===== config.mk =====
export PLATFORM = sky130hd
export DESIGN_NAME = calc_ctrl_param_flat
export DESIGN_NICKNAME = d
export VERILOG_FILES = /design/src/rtl/calc_ctrl_param_pkg.sv /design/src/rtl/calc_ctrl_param_if.sv /design/src/rtl/calc_ctrl_param_mul.sv /design/src/rtl/calc_ctrl_param.sv /design/src/flat_wrapper.sv
export SDC_FILE = /design/constraint.sdc
export NUM_CORES = 1
export LEC_CHECK = 0
export ABC_AREA = 1
export BUFFER_PORTS_ARGS = -buffer_cell sky130_fd_sc_hd__buf_2
export CORE_MARGIN = 3
export CORE_UTILIZATION = 50
export DETAILED_ROUTE_END_ITERATION = 10
export PLACE_DENSITY = 0.69
export SYNTH_ARGS = -nofsm -noshare
export SYNTH_HDL_FRONTEND = slang
export SYNTH_SLANG_ARGS = --single-unit

===== constraint.sdc =====
create_clock -name clk -period 4.3 [get_ports clk]
set_input_delay 0.43 -clock clk [delete_from_list [all_inputs] [get_ports clk]]
set_output_delay 0.43 -clock clk [all_outputs]
set_load 0.05 [all_outputs]

===== src/rtl/calc_ctrl_param_pkg.sv =====
// Shared encodings for the lab calculator controller: FSM states and operator codes.
package calc_pkg;

   localparam int STATE_W = 3;

   typedef enum logic [STATE_W-1:0] {
      ST_IDLE   = 3'd0,
      ST_WAIT_B = 3'd1,
      ST_EXEC   = 3'd2,
      ST_MUL    = 3'd3,
      ST_FIN    = 3'd4
   } state_t;

   typedef enum logic [1:0] {
      OP_ADD = 2'd0,
      OP_SUB = 2'd1,
      OP_MUL = 2'd2
   } op_t;

endpackage


===== src/rtl/calc_ctrl_param_if.sv =====
// Button/operand inputs and display/status outputs of the calculator controller.
interface calc_ctrl_param_if #(parameter int W = 8);

   logic           btn_a;
   logic           btn_s;
   logic           btn_m;
   logic           btn_e;
   logic           abort;
   logic [W-1:0]   num_in;
   logic [2*W-1:0] disp;
   logic           done;
   logic           busy;
   logic           neg;
   logic [2:0]     state;

   modport master (
      output btn_a, btn_s, btn_m, btn_e, abort, num_in,
      input  disp, done, busy, neg, state
   );

   modport slave (
      input  btn_a, btn_s, btn_m, btn_e, abort, num_in,
      output disp, done, busy, neg, state
   );

endinterface


===== src/rtl/calc_ctrl_param_mul.sv =====
// Sequential shift-add multiplier: one partial-product iteration per cycle over W cycles.
module shift_add_mul #(
   parameter int W = 8
) (
   input  logic           clk,
   input  logic           clr_n,
   input  logic           abort,
   input  logic           start,
   input  logic [W-1:0]   a,
   input  logic [W-1:0]   b,
   output logic           busy,
   output logic [2*W-1:0] product,
   output logic           last
);

   localparam int CW = $clog2(W) + 1;

   logic [2*W:0]  p_r;
   logic [2*W:0]  p_add_s;
   logic [2*W:0]  p_nxt_s;
   logic [W:0]    sum_s;
   logic [CW-1:0] cnt_r;
   logic          busy_r;

   // Conditional add of A into the upper half, then shift right in the same cycle.
   always_comb begin
      sum_s = {1'b0, p_r[2*W-1:W]} + {1'b0, a};
      if (p_r[0]) begin
         p_add_s = {sum_s, p_r[W-1:0]};
      end else begin
         p_add_s = p_r;
      end
      p_nxt_s = p_add_s >> 1;
   end

   assign last    = busy_r && (cnt_r == CW'(W - 1));
   assign busy    = busy_r;
   assign product = p_r[2*W-1:0];

   // Product register, iteration counter and run flag.
   always_ff @(posedge clk or negedge clr_n) begin
      if (!clr_n) begin
         p_r    <= '0;
         cnt_r  <= '0;
         busy_r <= 1'b0;
      end else if (abort) begin
         p_r    <= '0;
         cnt_r  <= '0;
         busy_r <= 1'b0;
      end else if (start) begin
         p_r    <= {{(W+1){1'b0}}, b};
         cnt_r  <= '0;
         busy_r <= 1'b1;
      end else if (busy_r) begin
         p_r    <= p_nxt_s;
         cnt_r  <= cnt_r + CW'(1);
         busy_r <= !last;
      end else begin
         p_r    <= p_r;
         cnt_r  <= cnt_r;
         busy_r <= 1'b0;
      end
   end

endmodule


===== src/rtl/calc_ctrl_param.sv =====
// Calculator controller: operand entry FSM, one-cycle add/|sub|, sequenced shift-add multiply.
module calc_ctrl_param
   import calc_pkg::*;
#(
   parameter int W = 8
) (
   input  logic              clk,
   input  logic              clr_n,
   calc_ctrl_param_if.slave  bus
);

   state_t         state_r, state_nxt_s;
   op_t            op_r, op_nxt_s;
   logic [W-1:0]   a_r, a_nxt_s;
   logic [W-1:0]   b_r, b_nxt_s;
   logic [2*W-1:0] disp_r, disp_nxt_s;
   logic           done_r, done_nxt_s;
   logic           neg_r, neg_nxt_s;
   logic           busy_r, busy_nxt_s;
   logic           mul_start_s;
   logic           mul_busy_s;
   logic           mul_last_s;
   logic [2*W-1:0] mul_prod_s;
   logic [W:0]     sum_s;

   shift_add_mul #(.W(W)) u_mul (
      .clk     (clk),
      .clr_n   (clr_n),
      .abort   (bus.abort),
      .start   (mul_start_s),
      .a       (a_r),
      .b       (bus.num_in),
      .busy    (mul_busy_s),
      .product (mul_prod_s),
      .last    (mul_last_s)
   );

   assign sum_s = {1'b0, a_r} + {1'b0, b_r};

   // Next-state and next-output decode; abort overrides every button.
   always_comb begin
      state_nxt_s = state_r;
      op_nxt_s    = op_r;
      a_nxt_s     = a_r;
      b_nxt_s     = b_r;
      disp_nxt_s  = disp_r;
      neg_nxt_s   = neg_r;
      done_nxt_s  = 1'b0;
      mul_start_s = 1'b0;
      if (bus.abort) begin
         state_nxt_s = ST_IDLE;
         disp_nxt_s  = '0;
         neg_nxt_s   = 1'b0;
      end else begin
         case (state_r)
            ST_IDLE: begin
               if (bus.btn_m) begin
                  op_nxt_s    = OP_MUL;
                  a_nxt_s     = bus.num_in;
                  state_nxt_s = ST_WAIT_B;
               end else if (bus.btn_a) begin
                  op_nxt_s    = OP_ADD;
                  a_nxt_s     = bus.num_in;
                  state_nxt_s = ST_WAIT_B;
               end else if (bus.btn_s) begin
                  op_nxt_s    = OP_SUB;
                  a_nxt_s     = bus.num_in;
                  state_nxt_s = ST_WAIT_B;
               end else begin
                  state_nxt_s = ST_IDLE;
               end
            end
            ST_WAIT_B: begin
               disp_nxt_s = {{W{1'b0}}, bus.num_in};
               if (bus.btn_e) begin
                  b_nxt_s = bus.num_in;
                  if (op_r == OP_MUL) begin
                     mul_start_s = 1'b1;
                     state_nxt_s = ST_MUL;
                  end else begin
                     state_nxt_s = ST_EXEC;
                  end
               end else begin
                  state_nxt_s = ST_WAIT_B;
               end
            end
            ST_EXEC: begin
               if (op_r == OP_ADD) begin
                  disp_nxt_s = {{(W-1){1'b0}}, sum_s};
                  neg_nxt_s  = 1'b0;
               end else if (a_r >= b_r) begin
                  disp_nxt_s = {{W{1'b0}}, a_r - b_r};
                  neg_nxt_s  = 1'b0;
               end else begin
                  disp_nxt_s = {{W{1'b0}}, b_r - a_r};
                  neg_nxt_s  = 1'b1;
               end
               done_nxt_s  = 1'b1;
               state_nxt_s = ST_IDLE;
            end
            ST_MUL: begin
               if (mul_last_s) begin
                  state_nxt_s = ST_FIN;
               end else begin
                  state_nxt_s = ST_MUL;
               end
            end
            ST_FIN: begin
               disp_nxt_s  = mul_prod_s;
               neg_nxt_s   = 1'b0;
               done_nxt_s  = 1'b1;
               state_nxt_s = ST_IDLE;
            end
            default: begin
               state_nxt_s = ST_IDLE;
            end
         endcase
      end
      busy_nxt_s = (state_nxt_s == ST_EXEC) || (state_nxt_s == ST_MUL) || (state_nxt_s == ST_FIN);
   end

   // State, operand and output registers.
   always_ff @(posedge clk or negedge clr_n) begin
      if (!clr_n) begin
         state_r <= ST_IDLE;
         op_r    <= OP_ADD;
         a_r     <= '0;
         b_r     <= '0;
         disp_r  <= '0;
         done_r  <= 1'b0;
         neg_r   <= 1'b0;
         busy_r  <= 1'b0;
      end else begin
         state_r <= state_nxt_s;
         op_r    <= op_nxt_s;
         a_r     <= a_nxt_s;
         b_r     <= b_nxt_s;
         disp_r  <= disp_nxt_s;
         done_r  <= done_nxt_s;
         neg_r   <= neg_nxt_s;
         busy_r  <= busy_nxt_s;
      end
   end

   assign bus.disp  = disp_r;
   assign bus.done  = done_r;
   assign bus.neg   = neg_r;
   assign bus.busy  = busy_r;
   assign bus.state = state_r;

endmodule

===== src/flat_wrapper.sv =====
// flat-port wrapper written by rule: the top's interface ports become plain ports
module calc_ctrl_param_flat import calc_pkg::*;
#(
   parameter int W = 8
)
  (clk, clr_n, bus_btn_a, bus_btn_s, bus_btn_m, bus_btn_e, bus_abort, bus_num_in, bus_disp, bus_done, bus_busy, bus_neg, bus_state);
  calc_ctrl_param_if #(.W(W)) bus_i ();
  input  logic clk;
  input  logic clr_n;
  input wire logic [$bits(bus_i.btn_a)-1:0] bus_btn_a;
  input wire logic [$bits(bus_i.btn_s)-1:0] bus_btn_s;
  input wire logic [$bits(bus_i.btn_m)-1:0] bus_btn_m;
  input wire logic [$bits(bus_i.btn_e)-1:0] bus_btn_e;
  input wire logic [$bits(bus_i.abort)-1:0] bus_abort;
  input wire logic [$bits(bus_i.num_in)-1:0] bus_num_in;
  output wire logic [$bits(bus_i.disp)-1:0] bus_disp;
  output wire logic [$bits(bus_i.done)-1:0] bus_done;
  output wire logic [$bits(bus_i.busy)-1:0] bus_busy;
  output wire logic [$bits(bus_i.neg)-1:0] bus_neg;
  output wire logic [$bits(bus_i.state)-1:0] bus_state;
  assign bus_i.btn_a = bus_btn_a;
  assign bus_i.btn_s = bus_btn_s;
  assign bus_i.btn_m = bus_btn_m;
  assign bus_i.btn_e = bus_btn_e;
  assign bus_i.abort = bus_abort;
  assign bus_i.num_in = bus_num_in;
  assign bus_disp = bus_i.disp;
  assign bus_done = bus_i.done;
  assign bus_busy = bus_i.busy;
  assign bus_neg = bus_i.neg;
  assign bus_state = bus_i.state;
  calc_ctrl_param #(.W(W)) u_core (.clk(clk), .clr_n(clr_n), .bus(bus_i));
endmodule

==> impl_metrics.toml, run 1 <==
[drt]
vias = 3940
via_per_inst = 5.42
drtIter0Drc = 280
drtPass1Iterations = 4
routedWlPerCell_um = 16.7
drt-total-wl_um = 12200
drc = 0
antenna_left = 0

[pwr]
ir_drop_mv = 0.192
power.internal_uw = 1350
seq_power_share_pct = 29.0
power.density_mw_per_mm2 = 509
p_leak_uw = 0.00259
p_sw_uw = 1100
p_clk_share_pct = 24.4
swShare_pct = 45.1
comb_power_share_pct = 46.6

[synthesis]
synth-simple-area-share_pct = 27.9
syn_nets = 632
yosys_warnings = 0
postSynthCellCount = 581
synth-edff-count = 0
synthDominantCellAreaShare_pct = 35.2
synth-seq-cells = 61
ys_types = 43
synthAdderAreaFrac_pct = 11.1
synthArstFlopShare_pct = 100
muxShareOfSynthArea_pct = 0.260
synth_commonest_cells = "nand2_1 (181), inv_1 (84), dfrtp_1 (61)"
synth_top_cell_by_area = "dfrtp_1"
avgSynthCellArea_um2 = 7.47
ys_seq_area_share_pct = 35.2
yosysMostFrequentCell = "nand2_1"
synth_ff_type = "dfrtp_1"
synth_compound_area_share_pct = 13.0
synth_area_leaders = "dfrtp_1 (35%), nand2_1 (16%), ha_1 (9.2%), inv_1 (7.3%), nand3_1 (4.3%)"
synth_top_family_by_area = "simple AND/OR/NAND/NOR gates"
synth_xor_area_share_pct = 2.62
netlist_area_mm2 = 0.00434

[timing]
tns_ns = 0
rsz0062_at_grt = "false"
worst_clock_skew_ns = 0.0174
period_share_pct = 53.4
report.final.setup_viol = 0
holdWs_ns = 0.132
finalHoldViolCount = 0
fmaxAchievable_mhz = 435
max-slew-margin-rel_pct = 51.4
worst_slew_pin_slew_ns = 0.729
drv_slew = 0
period_minus_slack_ns = 2.30

[cts]
post_cts_resized = 0
cts_inserted_buffers = 9
cts.sinks = 61
cts_root_buffer = "clkbuf_8"
hold_buffers = 0
clockBufferDepth = 2
clock_latency_ns = 0.35
cts_max_level = 3
path_clk_slew_ns = 0.07
cts_setup_buffers = 0
cts_tree = "built"

[floorplanning]
dieArea_mm2 = 0.00983
fp.dieH_um = 99.2
core_mm2 = 0.00834
initial_core_util_pct = 52.0
die_w_um = 99.2
io_pins = 37
row_count = 33

[grt]
antenna_found_initial = 0
grt_max_degree = 33
grt_pass1_wl_um = 19900
overflow = 0
grtUsageTotal_pct = 25.8
grt_pass1_vias = 3944

[critical_path]
end_kind = "flop"
timing.critical_path.buf_inv = 3
cp_common_cell = "nand2_1"
cpPeakStageDelay_ns = 0.43
r2r_slack_ns = 2.00
r2r_cells = 16
r2r-end = "u_core.bus.disp[4]"
path_class = "flop to flop"
crit_path_start_kind = "flop"
cp.required_ns = 4.53
crit_path_cell_trace = "inv_1 > ha_1 > inv_1 > fa_1 > nand3_1 > nand2_1 > nand2_1 > nand3_4 > inv_2 > nand2_1 > nand2_1 > nand2_1 > nand2_1 > nand2_1 > nand2_1 > nand2_1"
cpMaxStageDelayCell = "dfrtp_1"
crit_fanout = 9
cp.arrival_ns = 2.52
critPathTopFamily = "simple AND/OR/NAND/NOR gates"
reg2reg_from = "u_core.a_r[0]"

[hold_path]
min_path_type = "input port to asynchronous set/reset pin"

[finish]
drive_above_1_share_pct = 13.3
nets = 668
antenna_cells = 0
layout.cells.non_filler = 727
synthToLayoutAreaGrowth_pct = 10.9

[run_status]
outcome = "finished clean"

[run]
max-cap-violations = 0

[placed_design]
dp_cells = 711
place_congestion = 0.953
portBuffers = 36
dp_hpwl_um = 9320
## power by group through the flow
stage / Sequential, µW / Clock (µW) / Combinational (µW)
after floorplan: 741 / 0 / 829
after global placement: 713 / 0 / 1140
after detailed placement: 720 / 0 / 1120
after CTS: 709 / 604 / 1130
after global routing: 718 / 633 / 1290
final: 711 / 598 / 1140
## cells by family (layout without fill, tap and decap cells)
family / count (synthesis) / in the layout
xor+xnor: 13 / 13
simple gates: 272 / 272
fa+ha+maj: 36 / 36
compound gates: 93 / 93
flops: 61 / 61
mux: 1 / 1
buf+inv: 105 / 146
## per-stage QoR
stage               setup slack (ns)  util [%]  cell area [µm²]  power [µW]
finish                          2.00      57.7             4810        2450
CTS                             2.03      57.7             4810        2440
floorplan                       2.36         -             4340        1570
global placement                2.12      54.9             4580        1850
global route                    1.76      57.7             4810        2640
detailed placement              2.06      54.9             4580        1840
## cell type report
class                      count  area [µm²]
fill                         784        3530
clock inverter                 6        93.8
sequential                    61        1530
inverter                      93         354
clock buffer                  10         138
tap                          105         131
timing repair buffer          37         188
multi-input combinational    415        2380
## per-layer routing
metal | up-vias | global-route usage, % | wire length [µm]
li1 | 1944 | - | -
met1 | 1863 | 36.2 | 5670
met2 | 100 | 40.5 | 5570
met3 | 33 | 3.37 | 516
met4 | 0 | 10.5 | 395
met5 | - | 0 | 0
## state kept, by name, summed over array words and instances, names as in the netlist
signal	flops
u_core.bus.disp	16
u_core.u_mul.p_r	16
u_core.a_r	8
u_core.b_r	8
u_core.u_mul.cnt_r	4
u_core.bus.state	3
u_core.op_r	2
u_core.bus.busy	1
u_core.bus.done	1
u_core.bus.neg	1
u_core.u_mul.busy	1
## cells in the final DEF (no fill, tap or decap), types with 3 or more instances in the layout
| cell type | instances |
|---|---|
| o22ai_1 | 7 |
| o221ai_1 | 6 |
| nor2_1 | 26 |
| a32o_1 | 3 |
| o211ai_1 | 8 |
| nor2_4 | 4 |
| nand4_1 | 9 |
| inv_2 | 7 |
| clkbuf_8 | 10 |
| o21ai_0 | 34 |
| nand3_1 | 37 |
| nand2_2 | 3 |
| xor2_1 | 8 |
| dfrtp_1 | 61 |
| fa_1 | 4 |
| nand2_1 | 181 |
| a21oi_2 | 3 |
| buf_2 | 36 |
| inv_1 | 84 |
| ha_1 | 32 |
| xnor2_1 | 5 |
| a21oi_1 | 23 |
## worst reg2reg max path: stages, from the launching register on
cell     delay [ns]
dfrtp_1        0.43
inv_1          0.09
ha_1           0.15
inv_1          0.08
fa_1           0.42
nand3_1        0.09
nand2_1        0.11
nand2_1        0.12
nand3_4        0.13
inv_2          0.16
nand2_1        0.07
nand2_1        0.07
nand2_1        0.05
nand2_1        0.06
nand2_1        0.04
nand2_1        0.05
nand2_1        0.05
## worst max path at each step
stage / slack [ns] / endpoint / start / cells after the start
final: 2.00 / u_core.bus.disp[4] / u_core.a_r[0] / 16
after global routing: 1.76 / u_core.bus.disp[3] / u_core.a_r[0] / 16
after CTS: 2.03 / u_core.bus.disp[4] / u_core.a_r[0] / 16
after detailed placement: 2.06 / u_core.bus.disp[5] / u_core.a_r[0] / 16
after global placement: 2.12 / u_core.bus.disp[5] / u_core.a_r[0] / 16
after floorplan: 2.36 / u_core.bus.disp[5] / u_core.a_r[0] / 16
(Power assumes the default switching activity.)
==> inputs of run 2 (changes only) <==
--- a/config.mk
+++ b/config.mk
@@ -10,7 +10,7 @@
 export CORE_MARGIN = 3
 export CORE_UTILIZATION = 50
 export DETAILED_ROUTE_END_ITERATION = 10
-export PLACE_DENSITY = 0.69
+export PLACE_DENSITY = 0.71
 export SYNTH_ARGS = -nofsm -noshare
 export SYNTH_HDL_FRONTEND = slang
 export SYNTH_SLANG_ARGS = --single-unit
==> constraint.sdc (replaced) <==
create_clock -name clk -period 1.9 [get_ports clk]
set_input_delay 0.19 -clock clk [delete_from_list [all_inputs] [get_ports clk]]
set_output_delay 0.19 -clock clk [all_outputs]
set_load 0.05 [all_outputs]
==> run 2 against run 1 <==
Effect of this change:
- the run now ends with negative setup slack left
- register-to-register slack worse by 2.2 ns
- clock skew down 0.011 ns
- global-route usage up 1.0 points
- critical path type unchanged
- hold slack worse by 0.049 ns
- total power rose to 2.7 times the previous value
- clock power up 130%
- utilization up 8.7 points
- sequential power up 120%
- sequential share of layout area down 4.1 points
- cell area up 15%
- sequential cell count unchanged
==> impl_metrics.toml, run 2 (synthesized netlist as in run 1, its figures left out) <==
[pwr]
p_leak_uw = 0.00292
ir_drop_mv = 0.644
power.density_mw_per_mm2 = 1190

[placed_design]
dp_cells = 757
portBuffers = 36
place_congestion = 0.928
dp_hpwl_um = 9720

[run]
max-cap-violations = 0

[drt]
drtIter0Drc = 254
drc = 0
drtPass1Iterations = 5
via_per_inst = 5.37
drt-total-wl_um = 13200
vias = 4276
antenna_left = 0
routedWlPerCell_um = 16.5

[critical_path]
crit_path_cell_trace = "inv_2 > buf_4 > buf_4 > buf_4 > buf_4 > buf_4 > buf_4 > buf_4 > buf_4 > buf_4 > buf_4 > buf_4 > buf_6 > o21ai_2"
cp_common_cell = "buf_4"
cpMaxStageDelayCell = "dfrtp_2"
cp.arrival_ns = 2.39
cp.required_ns = 2.18
path_class = "flop to flop"
r2r_cells = 14
end_kind = "flop"
crit_path_start_kind = "flop"
cpPeakStageDelay_ns = 0.42
crit_fanout = 4

[grt]
overflow = 0
grt_pass1_vias = 4306
grtUsageTotal_pct = 26.8
grt_pass1_wl_um = 20900
grt_max_degree = 62
antenna_found_initial = 0

[finish]
layout.cells.non_filler = 797
nFillCells = 697
final_common_cell = "nand2_1"
seqCellArea_mm2 = 0.00153
synthToLayoutAreaGrowth_pct = 27.6
final_cell_mix = "nand2_1 (176), inv_1 (79), buf_4 (65)"
antenna_cells = 0
drive_above_1_share_pct = 27.6
nets = 738
multiInputGateArea_mm2 = 0.00254
utilization_pct = 66.4

[floorplanning]
row_count = 33
core_mm2 = 0.00834
io_pins = 37
fp.dieH_um = 99.2
dieArea_mm2 = 0.00983
die_w_um = 99.2
initial_core_util_pct = 52.0

[timing]
period_share_pct = 111
worst_slack_ns = -0.210
report.final.setup_viol = 10
fmaxAchievable_mhz = 474
worst_slew_pin_slew_ns = 0.592
finalHoldViolCount = 0
rsz0062_at_grt = "true"
drv_slew = 0
worst_clock_skew_ns = 0.00663
period_minus_slack_ns = 2.11
max-slew-margin-rel_pct = 60.2

[hold_path]
min_path_type = "input port to flop"
worst_hold_path.num_cells = 3

[cts]
cts_max_level = 3
clock_latency_ns = 0.35
clockBufferDepth = 2
path_clk_slew_ns = 0.07
cts_root_buffer = "clkbuf_8"
cts_inserted_buffers = 9
cts_tree = "built"
cts.sinks = 61

[run_status]
violations = "negative setup slack"
outcome = "finished, violations left"
[run 2: area by class of cell]
class | count | share of cell area, %
Clock buffer | 10 | 2.49
Clock inverter | 6 | 1.70
Inverter | 93 | 6.51
Multi-Input combinational cell | 415 | 45.9
Sequential cell | 61 | 27.6
Tap cell | 105 | 2.37
Timing Repair Buffer | 107 | 13.4
[run 2: report_power, final]
group / switching, µW / leakage [µW] / total [µW] / internal (µW)
Sequential: 116 / 0.000812 / 1560 / 1440
Clock: 587 / 0.000113 / 1370 / 786
Combinational: 2140 / 0.00200 / 3660 / 1520
[run 2: final timing paths]
check | slack (ns) | end | start
max | -0.21 | u_core.a_r[0] | u_core.a_r[0]
min | 0.08 | u_core.op_r[1] | bus_btn_m
max reg2reg | -0.21 | u_core.a_r[0] | u_core.a_r[0]
min reg2reg | 0.48 | u_core.bus.disp[8] | u_core.bus.disp[8]
max in group asynchronous | 1.23 | u_core.a_r[1] | clr_n
min in group asynchronous | 0.36 | u_core.b_r[4] | clr_n
[run 2: per-layer routing]
layer	wire [µm]	track usage [%]	up-vias
met1	5650	34.9	2027
met4	371	10.3	0
met3	765	4.70	32
met5	0	0	-
met2	6390	44.5	135
li1	-	-	2082
[run 2: what timing repair did]
item	CTS	global route
pin swaps	4	7
setup buffers	18	5
gates cloned	0	0
hold buffers	1	0
hold endpoints to repair	61	0
resized for setup	22	30
setup endpoints to repair	12	15
[run 2: per-stage QoR]
step           total power, µW  hold WS [ns]  setup WS [ns]  area (µm²)  TNS [ns]
2_1_floorplan             3570        -0.106         0.0277        4350         0
3_3_place_gp              4580         0.220        -0.0794        4950    -0.416
3_5_place_dp              4630         0.220         -0.136        4950     -1.06
4_1_cts                   6290        0.0781        -0.0947        5410    -0.632
5_1_grt                   7000         0.102         -0.243        5540     -2.04
6_report                  6600        0.0822         -0.210        5540     -1.13
[run 2: critical path: cells and delay by family (launching register included)]
family                 cells  cell delay [ns]
buffers and inverters     13             1.53
DFF                        1             0.42
AOI/OAI and AO/OA          1             0.09
==> inputs of run 3 (changes only) <==
--- a/config.mk
+++ b/config.mk
@@ -7,6 +7,7 @@
 export LEC_CHECK = 0
 export ABC_AREA = 1
 export BUFFER_PORTS_ARGS = -buffer_cell sky130_fd_sc_hd__buf_2
+export CORE_ASPECT_RATIO = 0.9
 export CORE_MARGIN = 3
 export CORE_UTILIZATION = 50
 export DETAILED_ROUTE_END_ITERATION = 10
==> run 3 against run 2 <==
Effect of this change:
- clock-buffer cell count grew 1
- hold slack got worse by 0.0084 ns
- critical path depth shrank 4
- utilization grew 0.23 points
- maximum frequency grew 4.6%
- largest cell class unchanged
- register-to-register slack better by 0.09 ns
- the flow still finishes with violations (negative setup slack)
- sequential power about the same
- routed wire length fell by 0.57%
- sequential cell count stayed put
- total power shrank 3.1%
- die area about the same
==> impl_metrics.toml, run 3 (synthesized netlist as in run 1, its figures left out) <==
[drt]
drtIter0Drc = 319
routedWlPerCell_um = 16.5
antenna_left = 0
drc = 0
drt-total-wl_um = 13100
drtPass1Iterations = 4
vias = 4316
via_per_inst = 5.42

[critical_path]
reg2reg_from = "u_core.a_r[0]"
r2r_cells = 10
cp.required_ns = 2.13
crit_path_start_kind = "flop"
timing.critical_path.buf_inv = 3
path_class = "flop to flop"
cpPeakStageDelay_ns = 0.40
cp.arrival_ns = 2.25
crit_path_cell_trace = "buf_4 > ha_4 > inv_2 > fa_2 > buf_4 > xor2_1 > a221oi_2 > nand2_1 > o21ai_1 > nand2_1"
crit_fanout = 4
cpMaxStageDelayCell = "dfrtp_2"
r2r-end = "u_core.bus.disp[2]"
end_kind = "flop"
r2r_slack_ns = -0.12
critPathTopFamily = "adder cells"

[finish]
nFillCells = 731
final_cell_mix = "nand2_1 (166), inv_1 (78), dfrtp_1 (59)"
synthToLayoutAreaGrowth_pct = 26.2
drive_above_1_share_pct = 28.2
final_common_cell = "nand2_1"
nets = 727
utilization_pct = 66.6
antenna_cells = 0

[timing]
tns_ns = -0.579
worst_slew_pin_slew_ns = 0.511
rsz0062_at_grt = "true"
fmaxAchievable_mhz = 496
drv_slew = 0
report.final.setup_viol = 8
finalHoldViolCount = 0
period_minus_slack_ns = 2.02
holdWs_ns = 0.0738
worst_slack_ns = -0.117
worst_clock_skew_ns = 0.00849
max-slew-margin-rel_pct = 65.8
period_share_pct = 106

[hold_path]
hold-path-endpoint = "u_core.a_r[2]"
min_path_type = "input port to flop"
worstHoldStart = "bus_num_in[2]"
worst_hold_path.num_cells = 3

[pwr]
p_leak_uw = 0.00289
ir_drop_mv = 0.569
comb_power_share_pct = 56.3
swShare_pct = 44.3
seq_power_share_pct = 24.4
p_clk_share_pct = 19.3
power_uw = 6390
power.density_mw_per_mm2 = 1170
power.internal_uw = 3560
p_sw_uw = 2830

[run_status]
outcome = "finished, violations left"
violations = "negative setup slack"

[floorplanning]
io_pins = 37
core_mm2 = 0.00822
dieArea_mm2 = 0.00983
initial_core_util_pct = 52.8
die_w_um = 104
fp.dieH_um = 94.4
row_count = 31

[placed_design]
portBuffers = 36
place_congestion = 0.924
detailedPlace.worstSlack_ns = -0.110
dp_hpwl_um = 9940

[grt]
overflow = 0
grt_pass1_vias = 4037
grtUsageTotal_pct = 26.5
antenna_found_initial = 0
grt_pass1_wl_um = 20500
grt_max_degree = 30

[cts]
clock_latency_ns = 0.34
path_clk_slew_ns = 0.08
cts.sinks = 61
clockBufferDepth = 2
cts_root_buffer = "clkbuf_8"
cts_max_level = 3
cts_tree = "built"
cts_inserted_buffers = 9

[run]
max-cap-violations = 0
## run 3: cell types whose count changed in the layout (fill, tap and decap cells not counted), moves of 2 or more
cell,previous run,this run
nand2_1,176,166
a21oi_1,20,18
nand2_2,8,17
clkinv_2,0,2
buf_4,65,56
ha_1,22,24
buf_6,4,1
## run 3: worst reg2reg max path, delay by kind of cell (launching register included)
kind / cells / cell delay (ns)
flops: 1 / 0.40
buf+inv: 3 / 0.30
fa+ha+maj: 2 / 0.53
compound gates: 2 / 0.34
simple gates: 2 / 0.16
xor+xnor: 1 / 0.16
## run 3: worst max-delay path by stage
stage | startpoint | to | slack, ns | depth (start not counted)
finish | u_core.a_r[0] | u_core.bus.disp[2] | -0.12 | 10
global route | u_core.a_r[0] | u_core.bus.disp[2] | -0.23 | 10
CTS | u_core.a_r[0] | u_core.bus.disp[5] | -0.10 | 16
detailed placement | u_core.a_r[0] | u_core.bus.disp[8] | -0.11 | 14
global placement | u_core.a_r[0] | u_core.bus.disp[8] | -0.1 | 14
floorplan | u_core.a_r[1] | u_core.u_mul.p_r[13] | 0.03 | 12
## run 3: power by group through the flow
stage	sequential (µW)	combinational, µW	clock [µW]
2_1_floorplan	1680	1890	0
3_3_place_gp	1560	3030	0
3_5_place_dp	1570	3080	0
4_1_cts	1540	3190	1240
5_1_grt	1570	3950	1300
6_report	1560	3600	1230
## run 3: what timing repair did
action                                  4_1_cts  5_1_grt
pin swaps                                    11       25
hold buffers                                  1        0
endpoints found under the setup margin        9       15
setup buffers                                 3        6
gates resized for setup                      15       52
endpoints found under the hold margin        18        0
cloned                                        1        0
## run 3: per-stage QoR
stage	cells	cell area, µm²
after global placement	769	4970
after CTS	790	5260
final	796	5480
after detailed placement	769	4970
after floorplan	581	4350
after global routing	796	5480
## run 3: routing by layer
layer	vias up	routed length [µm]	global-route usage (%)	share of wire, %
met5	-	0	0	0
met4	0	265	7.09	2.0
met2	172	5930	42.3	45
met3	20	971	6.02	7.4
li1	2075	-	-	-
met1	2049	5940	36.8	45
## run 3: area by class of cell
type / instances / area, µm² / share of cell area [%]
clock buffer: 11 / 151 / 2.76
sequential: 61 / 1530 / 27.9
clock inverter: 5 / 58.8 / 1.07
timing repair buffer: 95 / 642 / 11.7
multi-input combinational: 416 / 2590 / 47.3
tap: 115 / 144 / 2.63
inverter: 93 / 360 / 6.58
